==> config.mk <==
export PLATFORM = sky130hd
export DESIGN_NAME = dma_tile_scheduler
export DESIGN_NICKNAME = d
export VERILOG_FILES = /design/src/rtl/dma_tile_scheduler.sv
export SDC_FILE = /design/constraint.sdc
export NUM_CORES = 1
export LEC_CHECK = 0
export BUFFER_PORTS_ARGS = -buffer_cell sky130_fd_sc_hd__buf_2
export CORE_MARGIN = 3
export CORE_UTILIZATION = 49
export CTS_BUF_LIST = sky130_fd_sc_hd__clkbuf_16
export DETAILED_ROUTE_END_ITERATION = 6
export PLACE_DENSITY_LB_ADDON = 0.3
export SKIP_LAST_GASP = 1
export SLEW_MARGIN = 20
export SYNTH_ARGS = -nofsm -noshare
export SYNTH_HDL_FRONTEND = slang
export SYNTH_SLANG_ARGS = --single-unit
==> constraint.sdc <==
create_clock -name clk -period 3.15 [get_ports clk]
set_input_delay 0.1575 -clock clk [delete_from_list [all_inputs] [get_ports clk]]
set_output_delay 0.1575 -clock clk [all_outputs]
set_load 0.02 [all_outputs]
==> src/rtl/dma_tile_scheduler.sv <==
// dma_tile_scheduler: walks a layer tile by tile, sequencing
// read -> compute -> write through the DMA control block.
module dma_tile_scheduler #(
    parameter int AXI_WIDTH_AD = 32,
    parameter int BIT_TILE     = 16
) (
    input  logic                    clk,
    input  logic                    rstn,
    input  logic                    i_cfg_start,
    input  logic [AXI_WIDTH_AD-1:0] i_cfg_base_rd,
    input  logic [AXI_WIDTH_AD-1:0] i_cfg_base_wr,
    input  logic [AXI_WIDTH_AD-1:0] i_cfg_stride_rd,
    input  logic [AXI_WIDTH_AD-1:0] i_cfg_stride_wr,
    input  logic [BIT_TILE-1:0]     i_cfg_num_tiles,
    input  logic [15:0]             i_cfg_blk_rd,
    input  logic [15:0]             i_cfg_blk_wr,
    input  logic                    i_rd_done,
    input  logic                    i_comp_done,
    input  logic                    i_wr_done,
    output logic [1:0]              o_start,
    output logic [AXI_WIDTH_AD-1:0] o_base_address_rd,
    output logic [AXI_WIDTH_AD-1:0] o_base_address_wr,
    output logic [15:0]             o_max_req_blk_idx_rd,
    output logic [15:0]             o_max_req_blk_idx_wr,
    output logic                    o_comp_start,
    output logic [BIT_TILE-1:0]     o_tile_idx,
    output logic                    o_busy,
    output logic                    o_done,
    output logic                    o_err
);

    typedef enum logic [3:0] {
        IDLE,
        RD_ISSUE,
        RD_WAIT,
        COMP_ISSUE,
        COMP_WAIT,
        WR_ISSUE,
        WR_WAIT,
        NEXT,
        DONE
    } state_t;

    localparam logic [1:0] START_RD = 2'b10;
    localparam logic [1:0] START_WR = 2'b11;

    state_t                  state_q;
    logic [AXI_WIDTH_AD-1:0] base_rd_q;
    logic [AXI_WIDTH_AD-1:0] base_wr_q;
    logic [AXI_WIDTH_AD-1:0] base_rd_d;
    logic [AXI_WIDTH_AD-1:0] base_wr_d;
    logic [AXI_WIDTH_AD-1:0] stride_rd_q;
    logic [AXI_WIDTH_AD-1:0] stride_wr_q;
    logic [BIT_TILE-1:0]     num_tiles_q;
    logic [BIT_TILE-1:0]     tile_idx_q;
    logic [BIT_TILE-1:0]     tile_idx_d;
    logic [BIT_TILE-1:0]     last_idx;
    logic [15:0]             blk_rd_q;
    logic [15:0]             blk_wr_q;
    logic [1:0]              start_q;
    logic                    comp_start_q;
    logic                    busy_q;
    logic                    done_q;
    logic                    err_q;
    logic                    cfg_ok;

    // Next-tile bases and index; address sums wrap silently.
    always_comb begin
        base_rd_d  = base_rd_q + stride_rd_q;
        base_wr_d  = base_wr_q + stride_wr_q;
        tile_idx_d = tile_idx_q + BIT_TILE'(1);
        last_idx   = num_tiles_q - BIT_TILE'(1);
        cfg_ok     = (i_cfg_num_tiles != '0) &&
                     (i_cfg_blk_rd != '0) &&
                     (i_cfg_blk_wr != '0);
    end

    // Sequencer with pulses registered on the edge entering each state.
    always_ff @(posedge clk or negedge rstn) begin
        if (!rstn) begin
            state_q      <= IDLE;
            base_rd_q    <= '0;
            base_wr_q    <= '0;
            stride_rd_q  <= '0;
            stride_wr_q  <= '0;
            num_tiles_q  <= '0;
            tile_idx_q   <= '0;
            blk_rd_q     <= '0;
            blk_wr_q     <= '0;
            start_q      <= 2'b00;
            comp_start_q <= 1'b0;
            busy_q       <= 1'b0;
            done_q       <= 1'b0;
            err_q        <= 1'b0;
        end else begin
            start_q      <= 2'b00;
            comp_start_q <= 1'b0;
            done_q       <= 1'b0;
            err_q        <= 1'b0;
            unique case (state_q)
                IDLE: begin
                    if (i_cfg_start) begin
                        if (cfg_ok) begin
                            base_rd_q   <= i_cfg_base_rd;
                            base_wr_q   <= i_cfg_base_wr;
                            stride_rd_q <= i_cfg_stride_rd;
                            stride_wr_q <= i_cfg_stride_wr;
                            num_tiles_q <= i_cfg_num_tiles;
                            blk_rd_q    <= i_cfg_blk_rd;
                            blk_wr_q    <= i_cfg_blk_wr;
                            tile_idx_q  <= '0;
                            busy_q      <= 1'b1;
                            start_q     <= START_RD;
                            state_q     <= RD_ISSUE;
                        end else begin
                            err_q <= 1'b1;
                        end
                    end
                end
                RD_ISSUE: state_q <= RD_WAIT;
                RD_WAIT: begin
                    if (i_rd_done) begin
                        comp_start_q <= 1'b1;
                        state_q      <= COMP_ISSUE;
                    end
                end
                COMP_ISSUE: state_q <= COMP_WAIT;
                COMP_WAIT: begin
                    if (i_comp_done) begin
                        start_q <= START_WR;
                        state_q <= WR_ISSUE;
                    end
                end
                WR_ISSUE: state_q <= WR_WAIT;
                WR_WAIT: begin
                    if (i_wr_done) begin
                        state_q <= NEXT;
                    end
                end
                NEXT: begin
                    if (tile_idx_q == last_idx) begin
                        done_q  <= 1'b1;
                        state_q <= DONE;
                    end else begin
                        tile_idx_q <= tile_idx_d;
                        base_rd_q  <= base_rd_d;
                        base_wr_q  <= base_wr_d;
                        start_q    <= START_RD;
                        state_q    <= RD_ISSUE;
                    end
                end
                DONE: begin
                    busy_q  <= 1'b0;
                    state_q <= IDLE;
                end
                default: state_q <= IDLE;
            endcase
        end
    end

    assign o_start              = start_q;
    assign o_base_address_rd    = base_rd_q;
    assign o_base_address_wr    = base_wr_q;
    assign o_max_req_blk_idx_rd = blk_rd_q;
    assign o_max_req_blk_idx_wr = blk_wr_q;
    assign o_comp_start         = comp_start_q;
    assign o_tile_idx           = tile_idx_q;
    assign o_busy               = busy_q;
    assign o_done               = done_q;
    assign o_err                = err_q;

endmodule

## Word level (Yosys, flattened, before mapping)

Index checks and enable logic that the tools add are counted.

| word-level totals | value |
|---|---|
| register bits | 202 |
| input port bits | 182 |
| output and inout bits | 118 |
| logic and storage cells | 79 |

| operators by class | value |
|---|---|
| add/subtract/negate cells | 4 |
| eq/ne operators | 15 |
| muxes and demuxes | 34 |
| reductions and logical operators | 12 |

Operators by type and width:

| cell | count |
|---|---|
| 32-bit 2-to-1 mux | 6 |
| 32-bit case mux with 2 select lines | 2 |
| 32-bit adder | 2 |
| 16-bit 2-to-1 mux | 3 |
| 16-bit nonzero test | 3 |
| 16-bit case mux with 2 select lines | 1 |
| 4-bit case mux with 8 select lines | 1 |
| 4-bit 2-to-1 mux | 6 |
| 16-bit by 1-bit adder with 16-bit output (second input constant) | 1 |
| 16-bit == test | 1 |
| 4-bit by 3-bit == test with 1-bit output (second input constant) | 4 |
| 16-bit by 1-bit subtractor with 16-bit output (second input constant) | 1 |
| 2-bit inequality test (second input constant) | 6 |
| 1-bit 2-to-1 mux | 9 |
| 4-bit by 2-bit == test with 1-bit output (second input constant) | 2 |
| 2-bit 2-to-1 mux | 4 |
| 2-bit case mux with 3 select lines | 1 |
| 3-bit AND reduction | 2 |
| 5-bit AND reduction | 1 |
| 4-bit by 1-bit == test with 1-bit output (second input constant) | 1 |
| 4-bit == test (second input constant) | 1 |
| 4-bit logical NOT | 1 |
| 4-bit AND reduction | 1 |
| 2-bit nonzero test | 2 |
| other kinds (2) | 3 |

## Longest topological paths before layout

Gate-level depths: netlist of the first run.

| logic depth | value |
|---|---|
| word-level depth | 6 |
| depth in mapped cells | 12 |
| gate-level depth less buffers | 12 |

## Worst setup path after synthesis of the first run

No wires, ideal clock.

| timing path | value |
|---|---|
| path kind | reg2reg |
| from | register base_rd_q[17], in the netlist o_base_address_rd[17] |
| to | register base_rd_q[27], in the netlist o_base_address_rd[27] |
| setup time | 0.126 ns |
| data arrival time | 2.863 ns |
| data required time | 3.024 ns |
| slack | 0.161 ns |
| cell stages (with the launch flop) | 11 |
| buffers on the path | 0 |
| period minus slack after synthesis | 2.989 ns |
| path through | dfrtp_1 > ha_1 > a21o_1 > a31o_2 > a221o_1 > or3b_2 > o221ai_1 > o21ai_0 > a21oi_1 > nor3_1 > o32a_1 |

| between the ends | value |
|---|---|
| word-level cells in the longest chain between the ends | 3 |

Ends and longest elaborated chain:

| element | RTL line | RTL |
|---|---|---|
| from (decl) | 48 | `logic [AXI_WIDTH_AD-1:0] base_rd_q;` |
| from (signal assigned) | 104 | `base_rd_q <= i_cfg_base_rd;` |
| from (signal assigned) | 146 | `base_rd_q <= base_rd_d;` |
| 32-bit adder | 69 | `base_rd_d = base_rd_q + stride_rd_q;` |
| 32-bit 2-to-1 mux | 141 | `if (tile_idx_q == last_idx) begin` |
| 32-bit case mux with 2 select lines | 100 | `unique case (state_q)` |

No other way between the ends. The select of a mux whose other input is x is not followed.
A chain may end at the register's enable or synchronous reset.

## Final worst setup path of the first run

| timing path | value |
|---|---|
| from | register base_rd_q[0], in the netlist o_base_address_rd[0] |
| to | register base_rd_q[22], in the netlist o_base_address_rd[22] |

Same word-level chain as after synthesis.

==> flow_summary.ini, run 1 <==
[setup_path]
critical_r2r_capture = o_base_address_rd[22]
timing.critical_path.arrival_ns = 3.51
reg2reg_from = o_base_address_rd[0]
r2r_setup_slack_ns = 0.07
critPathLaunchType = flop
cp-end-kind = flop
worst-setup-path-type = flop to flop
rr_worst_depth = 13
worstPathRequired_ns = 3.58
worst-path-max-fanout = 3

[clock_tree]
cts_tree = built
tritoncts.num_buffers = 24
cts.root.buffer_cell = sky130_fd_sc_hd__clkbuf_16
worst_setup_hold_path_clk_slew_ns = 0.06
clock_sinks = 202
htree_levels = 1
clk-insertion-delay-late_ns = 0.52
clock_path_buffers = 3

[grt]
antenna_found_initial = 1
grt_usage = 0.300
grt_start_max_net_pins = 100
grt_first_pass_wirelength_um = 64800
grt.overflow.total = 0
first_global_vias = 12900

[timing]
endpoints_failing_setup = 0
final_critical_path_setup_slack_ns = 0.0731
slew_headroom = 0.427
finalClockSkew_ns = 0.00860
report.final.hold_viol_count = 0
fin_tns_setup_ns = 0
min_period_over_period = 0.977
holdWs_ns = 0.0178
timing_worst_slew_pin_value_ns = 0.859
layout_min_cycle_time_ns = 3.08
drv_slew = 0
fmaxAchievable_mhz = 325
rsz0062_at_grt = true

[floorplan]
core_region_area_sq_mm = 0.0238
fp-row-count = 56
floorplan.initialDensity = 0.504
floorplan.io_pins = 300
die_ar_sq_mm = 0.0264
dieHeight_um = 162
die_width_um = 162

[synth]
synth-main-ff-cell = sky130_fd_sc_hd__dfrtp_1
netlist-cell-type-count = 74
syn_nets = 1674
yosysSeqAreaShare = 0.422
netlist_area_sq_mm = 0.0120
syn_inst = 1426
yosys_warnings = 0
synthArstFlopShare = 1.00
synth_edf_count = 0
synthesis_stage_register_bit_count = 202
postSynthAreaPerCell_sq_um = 8.40

[cells_and_area]
syn_to_final_growth_pct = 39.0
finish.net_count = 2157
post_route_cells_drive_above_1_share = 0.218
fin_area_sq_mm = 0.0166

[placed_design]
globalplace.congestion = 0.911
postPlaceCellArea_sq_mm = 0.0140
place.port_buffers = 299
hpwl_um = 26300
place_ws_ns = -0.0566

[detailed_routing]
detail_route.vias_per_cell = 5.63
wl_per_cell_um = 18.2
detailedRoute.firstPassIterationCount = 7
initialDrtViolationCount = 1098
post-route-drc-count = 0
final_antenna_net_count = 0
number_of_vias_in_the_routed_layout = 12700
drt-total-wl_um = 40900

[power_and_ir_drop]
power_density_mw_per_mm2 = 1130
p_leak_nw = 8.26
peakVddDrop_mv = 0.605

[outcome]
status = finished, final reports clean

[hold_path]
startpoint_of_the_tightest_hold_check_path = i_cfg_base_wr[29]
timing.hold.worst.class = input port to flop
min_path_cells = 4
whs_endpoint = o_base_address_wr[29]

[job]
timing.max_cap.violations = 0
-- cells in the mapped netlist (6+ instances only) --
cell	count	area [sq um]
sky130_fd_sc_hd__o22ai_1	41	257
sky130_fd_sc_hd__o31ai_1	6	45.0
sky130_fd_sc_hd__buf_2	7	35.0
sky130_fd_sc_hd__or4_1	6	45.0
sky130_fd_sc_hd__nand2b_1	11	68.8
sky130_fd_sc_hd__clkbuf_1	47	176
sky130_fd_sc_hd__a211oi_1	17	128
sky130_fd_sc_hd__nor3_1	19	95.1
sky130_fd_sc_hd__mux2i_1	11	110
sky130_fd_sc_hd__a21oi_1	88	440
sky130_fd_sc_hd__nand4_1	18	113
sky130_fd_sc_hd__a31oi_1	7	43.8
sky130_fd_sc_hd__o21ai_0	42	210
sky130_fd_sc_hd__dfrtp_1	202	5050
sky130_fd_sc_hd__nor2b_1	7	43.8
sky130_fd_sc_hd__xor2_1	20	175
sky130_fd_sc_hd__ha_1	64	801
sky130_fd_sc_hd__nor4_1	19	119
sky130_fd_sc_hd__nand3_1	28	140
sky130_fd_sc_hd__o21ai_1	11	55.1
sky130_fd_sc_hd__nand3b_1	7	52.6
sky130_fd_sc_hd__xnor2_1	53	464
sky130_fd_sc_hd__or3_1	6	37.5
sky130_fd_sc_hd__o21a_1	9	67.6
sky130_fd_sc_hd__nor2_1	130	488
sky130_fd_sc_hd__o21bai_1	11	82.6
sky130_fd_sc_hd__nor3b_1	6	45.0
sky130_fd_sc_hd__nand2_1	382	1430
sky130_fd_sc_hd__a21o_1	25	188
sky130_fd_sc_hd__inv_1	29	109
sky130_fd_sc_hd__and3_1	15	93.8
sky130_fd_sc_hd__or2_2	6	37.5
-- cell usage in the layout, fill, tap and decap left out, types with 5 or more instances in the layout --
master                            n
sky130_fd_sc_hd__dfrtp_1        202
sky130_fd_sc_hd__nand3b_1         7
sky130_fd_sc_hd__o211ai_1         5
sky130_fd_sc_hd__mux2i_1         11
sky130_fd_sc_hd__xnor2_1         53
sky130_fd_sc_hd__xor2_1          20
sky130_fd_sc_hd__a31oi_1          6
sky130_fd_sc_hd__o21bai_1        11
sky130_fd_sc_hd__nor2_1         128
sky130_fd_sc_hd__clkinv_2         9
sky130_fd_sc_hd__nor2b_1          7
sky130_fd_sc_hd__buf_2          298
sky130_fd_sc_hd__nor3_1          19
sky130_fd_sc_hd__dlygate4sd3_1  175
sky130_fd_sc_hd__or3_1            5
sky130_fd_sc_hd__o21a_1           9
sky130_fd_sc_hd__buf_12           8
sky130_fd_sc_hd__nor4_1          18
sky130_fd_sc_hd__a21oi_1         84
sky130_fd_sc_hd__clkbuf_16       26
sky130_fd_sc_hd__or2_2            5
sky130_fd_sc_hd__nand4_1         18
sky130_fd_sc_hd__inv_1           30
sky130_fd_sc_hd__nand2_1        382
sky130_fd_sc_hd__a21o_1          25
sky130_fd_sc_hd__buf_4           39
sky130_fd_sc_hd__o22ai_1         41
sky130_fd_sc_hd__o31ai_1          6
sky130_fd_sc_hd__nand2b_1        11
sky130_fd_sc_hd__clkinv_1         5
sky130_fd_sc_hd__and3_1          15
sky130_fd_sc_hd__o21ai_0         39
sky130_fd_sc_hd__nand3_1         28
sky130_fd_sc_hd__a211oi_1        16
sky130_fd_sc_hd__o21ai_1         13
sky130_fd_sc_hd__nor3b_1          5
sky130_fd_sc_hd__or4_1            5
sky130_fd_sc_hd__ha_1            63
-- registers in the layout, indices dropped and copies added (netlist names) --
name                  flops
num_tiles_q              16
o_base_address_rd        32
o_base_address_wr        32
o_busy                    1
o_comp_start              1
o_done                    1
o_err                     1
o_max_req_blk_idx_rd     16
o_max_req_blk_idx_wr     16
o_start                   2
o_tile_idx               16
state_q                   4
stride_rd_q              32
stride_wr_q              32
-- through the flow --
stage / cells / power, mW / utilization
4_1_cts: 2241 / 18.4 / 0.695
5_1_grt: 2247 / 20.2 / 0.701
2_1_floorplan: 1426 / 12.4 / -
3_5_place_dp: 2020 / 15.5 / 0.590
3_3_place_gp: 2020 / 15.2 / 0.590
6_report: 2247 / 18.8 / 0.701
-- cell families (layout without fill, tap and decap cells) --
family,Yosys count,count (layout),synth area share
AO/OA/AOI/OAI,308,308,0.168
multiplexers,12,12,0.0101
XOR/XNOR,73,73,0.0534
other,0,1,0
flip-flops,202,202,0.422
buffers and inverters,95,596,0.0346
adder cells (fa/ha/maj),66,66,0.0702
AND/OR/NAND/NOR,670,670,0.242
-- timing repair --
action / CTS / global route
hold endpoints to repair: 272 / 0
gates cloned: 0 / 1
endpoints found under the setup margin: 7 / 78
gates resized for setup: 2 / 22
pin swaps: 1 / 4
setup buffers: 2 / 4
hold buffers: 175 / 0
-- worst max-delay path by stage --
stage                                      from               endpoint  depth (start not counted)
final                      o_base_address_rd[0]  o_base_address_rd[22]                         13
after global routing       o_base_address_rd[0]  o_base_address_rd[22]                         13
after CTS                        num_tiles_q[1]  o_base_address_rd[22]                         12
after detailed placement         num_tiles_q[1]  o_base_address_rd[29]                         13
after global placement           num_tiles_q[1]  o_base_address_rd[29]                         13
after floorplan           o_base_address_rd[17]  o_base_address_rd[27]                         10
-- metal layers --
metal	up-vias	wire length [um]	GRT usage	part of all wire
met5	-	0	0	0
met3	135	3390	0.0590	0.083
met2	645	19200	0.501	0.47
met4	0	1810	0.126	0.044
li1	5927	-	-	-
met1	5954	16500	0.383	0.40
-- critical path, cell delays in order (launching register included) --
cell and delay (ns):
sky130_fd_sc_hd__dfrtp_1 0.39, sky130_fd_sc_hd__ha_1 0.25, sky130_fd_sc_hd__inv_1 0.08, sky130_fd_sc_hd__fa_1 0.20, sky130_fd_sc_hd__nor2b_1 0.07, sky130_fd_sc_hd__o31a_1 0.28, sky130_fd_sc_hd__o41a_1 0.38, sky130_fd_sc_hd__a211oi_1 0.22
sky130_fd_sc_hd__buf_4 0.16, sky130_fd_sc_hd__o31a_1 0.18, sky130_fd_sc_hd__nor2b_1 0.05, sky130_fd_sc_hd__o21ai_0 0.16, sky130_fd_sc_hd__mux2_2 0.37, sky130_fd_sc_hd__a211oi_2 0.22
-- where the power goes --
part / switching [mW] / total, mW / internal, mW
clock: 1.14 / 2.57 / 1.43
combinational: 6.67 / 11.4 / 4.77
sequential: 1.02 / 4.76 / 3.75
-- area by class of cell --
cell class                 instances  area [sq um]
clock buffer                      25           626
sequential                       202          5050
tap                              319           399
timing repair buffer             523          3750
clock inverter                    19          90.1
fill                            1784          7100
inverter                          29           109
antenna                            1          2.50
multi-input combinational       1129          6620
No activity file was read; power rests on OpenSTA's default activity.
==> run 2, diff against run 1 <==
--- a/config.mk
+++ b/config.mk
@@ -7,7 +7,7 @@
 export LEC_CHECK = 0
 export BUFFER_PORTS_ARGS = -buffer_cell sky130_fd_sc_hd__buf_2
 export CORE_MARGIN = 3
-export CORE_UTILIZATION = 49
+export CORE_UTILIZATION = 40
 export CTS_BUF_LIST = sky130_fd_sc_hd__clkbuf_16
 export DETAILED_ROUTE_END_ITERATION = 6
 export PLACE_DENSITY_LB_ADDON = 0.3
==> constraint.sdc (replaced) <==
create_clock -name clk -period 3.6 [get_ports clk]
set_input_delay 0.18 -clock clk [delete_from_list [all_inputs] [get_ports clk]]
set_output_delay 0.18 -clock clk [all_outputs]
set_load 0.02 [all_outputs]
==> run 2 against run 1 <==
  * Combinational power shrank 16%
  * Flip-flop and latch count is the same
  * Via count shrank 2.9%
  * Register-to-register slack gained 0.09 ns
  * Clock skew grew 0.0094 ns
  * Routed wire length shrank 1.6%
  * Cell count grew 2.1%
  * Setup slack gained 0.092 ns
  * Critical path depth shrank 1
  * Non-clock buffer count shrank 21
  * Critical endpoint is now o_base_address_rd[28]
  * Largest power group unchanged
  * Highest routed layer is now met5
==> flow_summary.ini, run 2 (synthesis results as in run 1) <==
[placed_design]
postPlaceCellArea_sq_mm = 0.0140
globalplace.congestion = 0.916
hpwl_um = 27700
place.port_buffers = 299
post-place-cells = 2071
place_ws_ns = 0.187

[grt]
grt_first_pass_wirelength_um = 64200
first_global_vias = 12600
grt_start_max_net_pins = 96
antenna_found_initial = 5
grt.overflow.total = 0
grt_usage = 0.248

[job]
timing.max_cap.violations = 0

[timing]
fin_tns_setup_ns = 0
timing_worst_slew_pin_value_ns = 0.747
report.final.hold_viol_count = 0
layout_min_cycle_time_ns = 3.44
rsz0062_at_grt = false
min_period_over_period = 0.954
slew_headroom = 0.502
drv_slew = 0
fmaxAchievable_mhz = 291
finalClockSkew_ns = 0.0180
final_critical_path_setup_slack_ns = 0.165
endpoints_failing_setup = 0

[floorplan]
floorplan.io_pins = 300
core_region_area_sq_mm = 0.0291
die_ar_sq_mm = 0.0321
die_width_um = 179
floorplan.initialDensity = 0.412
fp-row-count = 62
dieHeight_um = 179

[power_and_ir_drop]
p_int_mw = 8.45
p_leak_nw = 8.11
peakVddDrop_mv = 0.490
seq_power_share = 0.261
power.share.switching = 0.472
power_density_mw_per_mm2 = 973
combPwrFrac = 0.596
clock_power_share = 0.143
switching_power_mw = 7.57

[clock_tree]
cts_tree = built
cts.root.buffer_cell = sky130_fd_sc_hd__clkbuf_16
clock_sinks = 202
clk-insertion-delay-late_ns = 0.54
worst_setup_hold_path_clk_slew_ns = 0.06
post_cts.repair.setup_buffers = 0
htree_levels = 1
tritoncts.num_buffers = 25
clock_path_buffers = 3

[cells_and_area]
utilization = 0.566
post_route_cells_drive_above_1_share = 0.201
layout.cells.most_common = sky130_fd_sc_hd__nand2_1
finish.cell_count_without_fillers = 2295
syn_to_final_growth_pct = 37.4
fin_area_sq_mm = 0.0165
finish.net_count = 2137
most-common-layout-cells = 382 x sky130_fd_sc_hd__nand2_1, 298 x sky130_fd_sc_hd__buf_2, 202 x sky130_fd_sc_hd__dfrtp_1

[setup_path]
cp-end-kind = flop
timing.critical_path.arrival_ns = 3.81
worst-setup-path-type = flop to flop
worstPathRequired_ns = 3.98
worst-path-max-fanout = 3
critPathLaunchType = flop

[detailed_routing]
drt-total-wl_um = 40200
detailedRoute.firstPassIterationCount = 5
detail_route.vias_per_cell = 5.36
initialDrtViolationCount = 688
wl_per_cell_um = 17.5
final_antenna_net_count = 0
post-route-drc-count = 0
number_of_vias_in_the_routed_layout = 12300

[hold_path]
timing.hold.worst.class = input port to flop

[outcome]
status = finished, final reports clean
==> run 2: changes by cell type in the layout (fill, tap and decap cells not counted), sizes merged <==
cell      change
clkbuf        -1
diode         +2
clkinv        -7
inv           +5
buf          -20
clkinvlp      +4
==> run 2: final cells by class <==
| cell class | count | area (sq um) |
|---|---|---|
| antenna | 3 | 7.51 |
| clock inverter | 21 | 116 |
| sequential | 202 | 5050 |
| clock buffer | 25 | 626 |
| fill | 2531 | 12600 |
| timing repair buffer | 502 | 3530 |
| multi-input combinational | 1129 | 6540 |
| inverter | 29 | 109 |
| tap | 384 | 480 |
==> run 2: worst paths after layout <==
path | start | endpoint | slack, ns | cells past startpoint
min reg2reg | o_max_req_blk_idx_rd[8] | o_max_req_blk_idx_rd[8] | 0.47 | 2
min | i_cfg_base_rd[28] | o_base_address_rd[28] | 0.03 | 3
max in group asynchronous | rstn | o_base_address_wr[4] | 2.32 | 3
max reg2reg | o_base_address_rd[0] | o_base_address_rd[28] | 0.16 | 12
max | o_base_address_rd[0] | o_base_address_rd[28] | 0.16 | 12
min in group asynchronous | rstn | o_base_address_rd[10] | 0.28 | 2
==> run 2: worst max-delay path: stages, from the launching register on <==
cell                      delay [ns]
sky130_fd_sc_hd__dfrtp_1        0.40
sky130_fd_sc_hd__ha_1           0.24
sky130_fd_sc_hd__inv_1          0.07
sky130_fd_sc_hd__fa_1           0.20
sky130_fd_sc_hd__nor2b_1        0.07
sky130_fd_sc_hd__o31a_1         0.28
sky130_fd_sc_hd__o41a_1         0.38
sky130_fd_sc_hd__a211o_1        0.32
sky130_fd_sc_hd__a31oi_1        0.41
sky130_fd_sc_hd__o21ai_0        0.24
sky130_fd_sc_hd__a21oi_1        0.31
sky130_fd_sc_hd__mux2i_1        0.23
sky130_fd_sc_hd__a41oi_1        0.12
==> run 2: what timing repair did <==
item | CTS | global route
setup endpoints to repair | 0 | 2
gates resized for setup | 0 | 1
hold buffers | 175 | 0
hold endpoints to repair | 254 | 0
==> run 2: power by group through the flow <==
stage               Combinational (mW)  Sequential (mW)  Clock (mW)
finish                            9.55             4.17        2.29
global route                      10.6             4.30        2.44
CTS                               9.46             4.16        2.35
detailed placement                9.27             4.17           0
global placement                  9.11             4.16           0
floorplan                         6.29             4.60           0
==> run 2: routing by layer <==
layer	share of wire	track usage	up-vias	routed length, um
li1	-	-	5898	-
met1	0.42	0.313	5827	17000
met2	0.47	0.425	481	18900
met3	0.077	0.0572	88	3100
met4	0.030	0.0692	4	1190
met5	0.00065	0	-	26
==> run 2: per-stage QoR <==
stage,power [mW],hold WS [ns]
after floorplan,10.9,-0.116
after global placement,13.3,0.295
after detailed placement,13.4,0.302
after CTS,16.0,0.00462
after global routing,17.4,0.0333
final,16.0,0.0269
==> run 3, diff against run 2 <==
--- a/config.mk
+++ b/config.mk
@@ -10,6 +10,7 @@
 export CORE_UTILIZATION = 40
 export CTS_BUF_LIST = sky130_fd_sc_hd__clkbuf_16
 export DETAILED_ROUTE_END_ITERATION = 6
+export GPL_TIMING_DRIVEN = 0
 export PLACE_DENSITY_LB_ADDON = 0.3
 export SKIP_LAST_GASP = 1
 export SLEW_MARGIN = 20
==> constraint.sdc (replaced) <==
create_clock -name clk -period 3.05 [get_ports clk]
set_input_delay 0.1525 -clock clk [delete_from_list [all_inputs] [get_ports clk]]
set_output_delay 0.1525 -clock clk [all_outputs]
set_load 0.02 [all_outputs]
==> run 3 against run 2 <==
  * The run now ends with setup timing left
  * Sequential power is 18% higher
  * Flip-flop and latch count unchanged
  * Core utilization is 4.3 points higher
  * Largest cell class unchanged
==> flow_summary.ini, run 3 (synthesis results as in run 1) <==
[power_and_ir_drop]
p_leak_nw = 8.63
power_density_mw_per_mm2 = 1200
seq_power_share = 0.231
clock_power_share = 0.158
switching_power_mw = 9.80
power.share.switching = 0.460
p_int_mw = 11.5
combPwrFrac = 0.611
peakVddDrop_mv = 0.645

[clock_tree]
cts.root.buffer_cell = sky130_fd_sc_hd__clkbuf_16
clock_sinks = 202
clk-insertion-delay-late_ns = 0.54
worst_setup_hold_path_clk_slew_ns = 0.06
cts_tree = built
htree_levels = 1
tritoncts.num_buffers = 25
clock_path_buffers = 3

[grt]
grt_usage = 0.277
grt.met1_usage = 0.352
grt_start_max_net_pins = 93
grt_first_pass_wirelength_um = 69300
grt_most_used_layer = met2
antenna_found_initial = 1
grt.overflow.total = 0
grt_util_met2 = 0.470
first_global_vias = 12700
met3_usage_in_global_routing = 0.0546

[timing]
endpoints_failing_setup = 4
final_critical_path_setup_slack_ns = -0.0319
holdWs_ns = 0.0540
fin_tns_setup_ns = -0.0903
report.final.hold_viol_count = 0
layout_min_cycle_time_ns = 3.08
slew_headroom = 0.468
timing_worst_slew_pin_value_ns = 0.798
drv_slew = 0
rsz0062_at_grt = true
fmaxAchievable_mhz = 324
finalClockSkew_ns = 0.0106
min_period_over_period = 1.01

[floorplan]
die_ar_sq_mm = 0.0321
core_region_area_sq_mm = 0.0291
floorplan.initialDensity = 0.412
die_width_um = 179
floorplan.io_pins = 300
fp-row-count = 62
dieHeight_um = 179

[detailed_routing]
number_of_vias_in_the_routed_layout = 12900
post-route-drc-count = 0
detail_route.vias_per_cell = 5.44
wl_per_cell_um = 19.4
initialDrtViolationCount = 846
detailedRoute.firstPassIterationCount = 5
final_antenna_net_count = 0
drt-total-wl_um = 46100

[setup_path]
worst-path-max-fanout = 6
critPathLaunchType = flop
cp-end-kind = flop
worstPathRequired_ns = 3.46
timing.critical_path.arrival_ns = 3.49
worst-setup-path-type = flop to flop

[cells_and_area]
finish.net_count = 2221
layout.cells.most_common = sky130_fd_sc_hd__nand2_1
sequential_cell_area_sq_mm = 0.00506
most-common-layout-cells = 382 x sky130_fd_sc_hd__nand2_1, 299 x sky130_fd_sc_hd__buf_2, 199 x sky130_fd_sc_hd__dfrtp_1
syn_to_final_growth_pct = 47.8
fill_cells = 2469
multiInputGateArea_sq_mm = 0.00689
post_route_cells_drive_above_1_share = 0.242

[placed_design]
hpwl_um = 31300
globalplace.congestion = 0.899
place.port_buffers = 299

[job]
timing.max_cap.violations = 0

[outcome]
failed_checks = setup timing
status = complete, but fails checks

[hold_path]
timing.hold.worst.class = input port to flop
==> run 3: power groups by stage <==
stage | sequential (mW) | combinational (mW) | clock (mW)
floorplan | 5.43 | 7.42 | 0
global placement | 4.87 | 10.9 | 0
detailed placement | 4.89 | 11.1 | 0
CTS | 4.87 | 12.3 | 3.42
global route | 5.04 | 14.2 | 3.52
finish | 4.92 | 13.0 | 3.37
==> run 3: what timing repair did <==
| action | 4_1_cts | 5_1_grt |
|---|---|---|
| hold buffers | 180 | 0 |
| gates cloned | 8 | 0 |
| setup buffers | 18 | 19 |
| gates resized for setup | 96 | 60 |
| pin swaps | 27 | 21 |
| endpoints found under the hold margin | 289 | 0 |
| setup endpoints to repair | 188 | 175 |
==> run 3: path summary, 6_finish.rpt <==
check | start | to | slack [ns] | cells past startpoint
max in group asynchronous | rstn | num_tiles_q[4] | 2.04 | 3
max reg2reg | num_tiles_q[1] | o_base_address_wr[31] | -0.03 | 13
min reg2reg | o_max_req_blk_idx_rd[8] | o_max_req_blk_idx_rd[8] | 0.47 | 2
min in group asynchronous | rstn | o_base_address_rd[7] | 0.13 | 2
max | num_tiles_q[1] | o_base_address_wr[31] | -0.03 | 13
min | i_cfg_base_rd[22] | o_base_address_rd[22] | 0.05 | 3
==> run 3: routing by layer <==
metal | wire [um] | vias up
met4 | 1500 | 0
met1 | 18900 | 6176
met3 | 3730 | 94
li1 | - | 6078
met2 | 21900 | 567
met5 | 0 | -
==> run 3: through the flow <==
step	instances	area (sq um)	util	setup slack (ns)	total power, mW
after floorplan	1426	12000	-	0.0610	12.9
after global placement	2109	14000	0.480	-1.75	15.8
after detailed placement	2111	14000	0.482	-0.537	16.0
after CTS	2358	17400	0.599	-0.0640	20.6
after global routing	2374	17700	0.609	-0.154	22.8
final	2374	17700	0.609	-0.0319	21.3
==> run 3: worst max-delay path, stage by stage, from the launching register on <==
cell and delay (ns):
sky130_fd_sc_hd__dfrtp_1 0.39, sky130_fd_sc_hd__inv_2 0.09, sky130_fd_sc_hd__ha_4 0.15, sky130_fd_sc_hd__or3b_4 0.40
sky130_fd_sc_hd__or3_4 0.34, sky130_fd_sc_hd__a21o_1 0.18, sky130_fd_sc_hd__a31o_1 0.19, sky130_fd_sc_hd__a2111oi_4 0.30
sky130_fd_sc_hd__buf_4 0.21, sky130_fd_sc_hd__a21oi_4 0.08, sky130_fd_sc_hd__buf_8 0.18, sky130_fd_sc_hd__and3_4 0.17
sky130_fd_sc_hd__a221oi_2 0.17, sky130_fd_sc_hd__o21ai_1 0.10
==> run 3: cell type report <==
type,instances,area share
clock inverter,18,0.0162
antenna,1,0.000141
clock buffer,25,0.0353
timing repair buffer,523,0.216
inverter,29,0.00615
sequential,202,0.286
buffer,62,0.0245
tap,384,0.0271
multi-input combinational,1130,0.389
